[src/rtl/mult_div_pkg.sv]
// Shared types and constants for the multi-cycle signed multiply/divide unit.
package mult_div_pkg;

   localparam int MD_WIDTH = 32;
   localparam int MD_ITER  = 32;
   localparam int MD_CNT_W = $clog2(MD_ITER);
   localparam logic [MD_CNT_W-1:0] MD_CNT_LAST = MD_CNT_W'(MD_ITER - 1);

   typedef enum logic [1:0] {IDLE, MULT, DIV, FIN} md_state_e;

   // Which result FIN has to commit.
   typedef enum logic [1:0] {OP_MULT, OP_DIV, OP_DZ} md_op_e;

   // Two's-complement magnitude; 0x80000000 maps to itself, which is the
   // correct unsigned magnitude.
   function automatic logic [MD_WIDTH-1:0] md_abs(input logic [MD_WIDTH-1:0] v);
      return v[MD_WIDTH-1] ? (~v + 1'b1) : v;
   endfunction

endpackage

[src/rtl/restoring_div_step.sv]
// One combinational restoring-division step on unsigned magnitudes.
module restoring_div_step
   import mult_div_pkg::*;
(
   input  logic [MD_WIDTH-1:0] rem_i,
   input  logic [MD_WIDTH-1:0] quo_i,
   input  logic [MD_WIDTH-1:0] dvsr_i,
   output logic [MD_WIDTH-1:0] rem_o,
   output logic [MD_WIDTH-1:0] quo_o
);

   logic [MD_WIDTH:0] shifted;
   logic [MD_WIDTH:0] trial;

   // Shift the next dividend bit in, trial-subtract, keep the old value on borrow.
   always_comb begin
      shifted = {rem_i, quo_i[MD_WIDTH-1]};
      trial   = shifted - {1'b0, dvsr_i};
      rem_o   = trial[MD_WIDTH] ? shifted[MD_WIDTH-1:0] : trial[MD_WIDTH-1:0];
      quo_o   = {quo_i[MD_WIDTH-2:0], ~trial[MD_WIDTH]};
   end

endmodule

[src/rtl/mult_div_unit.sv]
// Multi-cycle signed multiply (radix-2 Booth) / divide (restoring) unit
// producing HI/LO. The divider is compiled in only when MULT_DIV_DIVIDER_EN
// is defined; otherwise start_div is ignored and div_zero is tied low.
module mult_div_unit
   import mult_div_pkg::*;
(
   input  logic                clk,
   input  logic                reset,
   input  logic                start_mult,
   input  logic                start_div,
   input  logic [MD_WIDTH-1:0] operand_a,
   input  logic [MD_WIDTH-1:0] operand_b,
   output logic [MD_WIDTH-1:0] hi_out,
   output logic [MD_WIDTH-1:0] lo_out,
   output logic                busy,
   output logic                done,
   output logic                div_zero
);

   md_state_e             state_q;
   md_op_e                op_q;
   logic [MD_CNT_W-1:0]   cnt_q;
   logic [2*MD_WIDTH:0]   acc_q, acc_d;     // {upper, multiplier, q-1}
   logic [MD_WIDTH-1:0]   mcand_q;
   logic [MD_WIDTH-1:0]   hi_q, lo_q;
   logic                  done_q, dz_q;
   logic [MD_WIDTH:0]     booth_sum;

`ifdef MULT_DIV_DIVIDER_EN
   logic [MD_WIDTH-1:0]   rem_q, quo_q, dvsr_q;
   logic [MD_WIDTH-1:0]   rem_nx, quo_nx;
   logic                  qneg_q, rneg_q;

   restoring_div_step u_div_step (
      .rem_i  (rem_q),
      .quo_i  (quo_q),
      .dvsr_i (dvsr_q),
      .rem_o  (rem_nx),
      .quo_o  (quo_nx)
   );
`else
   logic unused_start_div;
   assign unused_start_div = start_div;
`endif

   // Booth step: the add/sub is done at 33 bits so the arithmetic shift keeps
   // the true sign even when the upper half overflows 32 bits.
   always_comb begin
      booth_sum = {acc_q[2*MD_WIDTH], acc_q[2*MD_WIDTH:MD_WIDTH+1]};
      case (acc_q[1:0])
         2'b01:   booth_sum = booth_sum + {mcand_q[MD_WIDTH-1], mcand_q};
         2'b10:   booth_sum = booth_sum - {mcand_q[MD_WIDTH-1], mcand_q};
         default: booth_sum = booth_sum;
      endcase
      acc_d = {booth_sum, acc_q[MD_WIDTH:1]};
   end

   // Control FSM with the iterating datapath and registered results.
   always_ff @(posedge clk or negedge reset) begin
      if (!reset) begin
         state_q <= IDLE;
         op_q    <= OP_MULT;
         cnt_q   <= '0;
         acc_q   <= '0;
         mcand_q <= '0;
         hi_q    <= '0;
         lo_q    <= '0;
         done_q  <= 1'b0;
         dz_q    <= 1'b0;
`ifdef MULT_DIV_DIVIDER_EN
         rem_q   <= '0;
         quo_q   <= '0;
         dvsr_q  <= '0;
         qneg_q  <= 1'b0;
         rneg_q  <= 1'b0;
`endif
      end else begin
         done_q <= 1'b0;
         dz_q   <= 1'b0;
         case (state_q)
            IDLE: begin
               if (start_mult) begin
                  acc_q   <= {{MD_WIDTH{1'b0}}, operand_b, 1'b0};
                  mcand_q <= operand_a;
                  cnt_q   <= '0;
                  op_q    <= OP_MULT;
                  state_q <= MULT;
               end
`ifdef MULT_DIV_DIVIDER_EN
               else if (start_div) begin
                  if (operand_b == '0) begin
                     op_q    <= OP_DZ;
                     state_q <= FIN;
                  end else begin
                     quo_q   <= md_abs(operand_a);
                     dvsr_q  <= md_abs(operand_b);
                     rem_q   <= '0;
                     qneg_q  <= operand_a[MD_WIDTH-1] ^ operand_b[MD_WIDTH-1];
                     rneg_q  <= operand_a[MD_WIDTH-1];
                     cnt_q   <= '0;
                     op_q    <= OP_DIV;
                     state_q <= DIV;
                  end
               end
`endif
            end
            MULT: begin
               acc_q <= acc_d;
               cnt_q <= cnt_q + 1'b1;
               if (cnt_q == MD_CNT_LAST) state_q <= FIN;
            end
`ifdef MULT_DIV_DIVIDER_EN
            DIV: begin
               rem_q <= rem_nx;
               quo_q <= quo_nx;
               cnt_q <= cnt_q + 1'b1;
               if (cnt_q == MD_CNT_LAST) state_q <= FIN;
            end
`endif
            FIN: begin
               done_q  <= 1'b1;
               state_q <= IDLE;
               case (op_q)
                  OP_MULT: begin
                     hi_q <= acc_q[2*MD_WIDTH:MD_WIDTH+1];
                     lo_q <= acc_q[MD_WIDTH:1];
                  end
`ifdef MULT_DIV_DIVIDER_EN
                  OP_DIV: begin
                     lo_q <= qneg_q ? -quo_q : quo_q;
                     hi_q <= rneg_q ? -rem_q : rem_q;
                  end
                  OP_DZ: dz_q <= 1'b1;
`endif
                  default: ;
               endcase
            end
            default: state_q <= IDLE;
         endcase
      end
   end

   assign hi_out   = hi_q;
   assign lo_out   = lo_q;
   assign busy     = (state_q != IDLE);
   assign done     = done_q;
   assign div_zero = dz_q;

endmodule

[config.mk]
export PLATFORM = sky130hd
export DESIGN_NAME = mult_div_unit
export DESIGN_NICKNAME = d
export VERILOG_FILES = /design/src/rtl/mult_div_pkg.sv /design/src/rtl/restoring_div_step.sv /design/src/rtl/mult_div_unit.sv
export SDC_FILE = /design/constraint.sdc
export NUM_CORES = 1
export LEC_CHECK = 0
export ABC_AREA = 1
export CORE_MARGIN = 4
export CORE_UTILIZATION = 55
export DETAILED_ROUTE_END_ITERATION = 8
export PLACE_DENSITY = 0.8
export SLEW_MARGIN = 30
export SYNTH_ARGS = -nofsm -noshare
export SYNTH_HDL_FRONTEND = slang
export SYNTH_SLANG_ARGS = --single-unit
[constraint.sdc]
create_clock -name clk -period 8 [get_ports clk]
set_input_delay 1.6 -clock clk [delete_from_list [all_inputs] [get_ports clk]]
set_output_delay 1.6 -clock clk [all_outputs]
set_load 0.05 [all_outputs]
==> flow_summary.yaml <==
critical_path:
  r2r_cells: 18
  critPathCapture: "acc_q[13]$_DFFE_PN0P_"
  timing.rr.start: "acc_q[0]$_DFFE_PN0P_"
  path_class: "input pin to register"
  crit_path_start: "start_mult"
  crit_fanout: 45
  cp.arrival_ns: 3.97
  reg2reg_to: "acc_q[60]$_DFFE_PN0P_"
  rrSetupSlack_ns: 4.62
  end_kind: "register"
  required_ns: 8.34
  startpoint_type: "input pin"
timing:
  setup_violations: 0
  timing_hold_violations_final: 0
  rsz0062_at_grt: "no"
  fin_crit_sh: 0.453
  tns_ns: 0
  fmax_ghz: 0.276
  slew_viol_final: 0
  post-route-min-period_ns: 3.63
  clock_skew_ns: 0.00994
  tightestPinTransition_ns: 0.946
  max_slew_margin: 0.368
route:
  viasPerCell: 5.34
  drt-pass1-iter-count: 5
  routed_wl_mm: 24.9
  top_layer_used: "met4"
  ant_nets: 0
  num_vias: 8700
  wl_per_cell_um: 15.3
  drc: 0
  met1Wirelength_mm: 11.9
  drt_iter0_markers: 509
  route.met2.wl_mm: 11.2
  wl_met3_mm: 1.43
outcome:
  status: "complete, no violations"
job:
  maxCapViolCount: 0
cts:
  ctsResizeCount: 0
  insertion_delay_ns: 0.44
  cts_setup_buffers: 0
  clkTransAtPathRegs_ns: 0.07
  htreeDepth: 4
  cts_tree: "built"
  clockBufferDepth: 2
  cts_root_buf: "clkbuf_16"
  cts_sinks: 169
  cts_buffers: 17
  hold_buffers: 0
floorplanning:
  die_w_um: 141
  die_y_um: 141
  io_pins: 135
  placementRows: 48
  core-area_mm2: 0.0173
  start_util: 0.560
  dieArea_mm2: 0.0198
finish:
  fin_nets: 1496
  antenna_cells: 0
  finalNonFillerCells: 1629
  drive_gt1_frac: 0.0556
  final_cell_area_mm2: 0.0118
  syn_to_final_growth_pct: 21.3
global_route:
  antenna_found_initial: 0
  grt_max_degree: 121
  grt_pass1_wl_mm: 41.3
  grt_pass1_vias: 8272
  grt_use_total: 0.258
  grt_remaining_overflow: 0
logic_synthesis:
  ys.warnings.count: 0
  synth_edf_count: 0
  postSynth.asyncResetShare: 1.00
  ys_types: 46
  syn-num-nets: 1384
  synth.ff_latch_count: 169
  synth.cell_area_mm2: 0.00969
  syn_area_per_cell_um2: 7.58
  synth_ff_type: "dfrtp_1"
  ys_seq_area_frac: 0.436
  synth_cells: 1279
worst_hold_path:
  hp-class: "register to register"
placement:
  gp_congestion: 0.904
  dp.cells: 1597
  io_buffers: 132
  place_area_mm2: 0.0112
  dp_hpwl_mm: 18.2
==> synth_stat cells (3+ instances only) <==
library cell / count / area [um2]
a21o_1: 4 / 30.0
a21oi_1: 72 / 360
a22oi_1: 15 / 113
buf_1: 7 / 26.3
buf_2: 10 / 50.1
clkbuf_1: 27 / 101
dfrtp_1: 169 / 4230
ha_1: 36 / 450
inv_1: 142 / 533
inv_2: 6 / 22.5
nand2_1: 390 / 1460
nand2_2: 6 / 37.5
nand3_1: 44 / 220
nand4_1: 3 / 18.8
nor2_1: 83 / 312
nor2_2: 5 / 31.3
nor2_4: 6 / 67.6
nor3_1: 12 / 60.1
o211ai_1: 15 / 113
o21ai_0: 128 / 641
o21ai_1: 10 / 50.1
o21bai_1: 5 / 37.5
o22ai_1: 11 / 68.8
o31ai_1: 4 / 30.0
xnor2_1: 12 / 105
xor2_1: 26 / 228
==> per-layer routing <==
layer | up-vias | GRT usage
li1 | 4369 | -
met1 | 4068 | 0.382
met2 | 237 | 0.405
met3 | 26 | 0.0377
met4 | 0 | 0.0576
met5 | - | 0
==> how the worst min path moves through the flow <==
| stage | startpoint | endpoint | depth (start not counted) |
|---|---|---|---|
| 2_1_floorplan | acc_q[12]$_DFFE_PN0P_ | lo_out[11]$_DFFE_PN0P_ | 2 |
| 3_5_place_dp | lo_out[21]$_DFFE_PN0P_ | lo_out[21]$_DFFE_PN0P_ | 2 |
| 4_1_cts | hi_out[10]$_DFFE_PN0P_ | hi_out[10]$_DFFE_PN0P_ | 2 |
| 3_3_place_gp | lo_out[21]$_DFFE_PN0P_ | lo_out[21]$_DFFE_PN0P_ | 2 |
| 5_1_grt | hi_out[27]$_DFFE_PN0P_ | hi_out[27]$_DFFE_PN0P_ | 2 |
| 6_report | hi_out[10]$_DFFE_PN0P_ | hi_out[10]$_DFFE_PN0P_ | 2 |
==> logic make-up (layout without fill, tap and decap cells) <==
logic type      count (synthesis)  in the layout  synth area share
other cells                     1              1          0.000387
xor+xnor                       38             38            0.0343
flops                         169            169             0.436
fa+ha+maj                      37             37            0.0486
buf+inv                       194            319            0.0768
simple gates                  564            564             0.244
compound gates                276            276             0.159
==> worst max-delay path: stages <==
cell and delay (ns):
clkdlybuf4s50_1 0.42, nand2_2 0.40, inv_2 0.10, nor2_4 0.57, inv_2 0.52, o211ai_1 0.33
==> layout make-up <==
class / instances / area, um2
clock buffer: 17 / 425
multi-input combinational: 916 / 4720
timing repair buffer: 138 / 1380
sequential: 169 / 4230
clock inverter: 15 / 159
tap: 225 / 282
inverter: 149 / 559
fill: 1514 / 5540
==> cells in the final DEF, fill, tap and decap left out, types with 3 or more instances in the layout <==
cell	netlist	layout
inv_6	0	4
buf_4	1	5
nand4_1	3	3
a21o_1	4	4
nor2_1	83	83
a22oi_1	15	15
dfrtp_1	169	169
xnor2_1	12	12
o21ai_0	128	128
nor2_2	5	5
clkinvlp_4	0	3
inv_1	142	142
xor2_1	26	26
a21oi_1	72	72
ha_1	36	36
inv_2	6	6
o21ai_1	10	10
nand2_1	390	389
clkdlybuf4s50_1	0	131
nor2_4	6	6
o211ai_1	15	15
nand3_1	44	44
o22ai_1	11	11
nand2_4	2	3
clkinv_8	0	4
nor3_1	12	12
o31ai_1	4	4
clkbuf_16	0	17
o21bai_1	5	5
nand2_2	6	6
==> flip-flops by register name (all words and copies together) (netlist names) <==
name and cells:
done 1, lo_out 32, state_q 2, hi_out 32, cnt_q 5, mcand_q 32, acc_q 65
==> per-stage QoR <==
step | util | hold slack (ns) | setup WS (ns)
global placement | 0.645 | 0.463 | 3.99
floorplan | - | 0.464 | 5.33
detailed placement | 0.645 | 0.470 | 3.94
finish | 0.679 | 0.485 | 4.37
global route | 0.679 | 0.511 | 4.16
CTS | 0.679 | 0.489 | 4.40
Power is left out: the tool's default activity adds up to more than one toggle a clock period on the data nets, which glitch-free logic cannot reach.
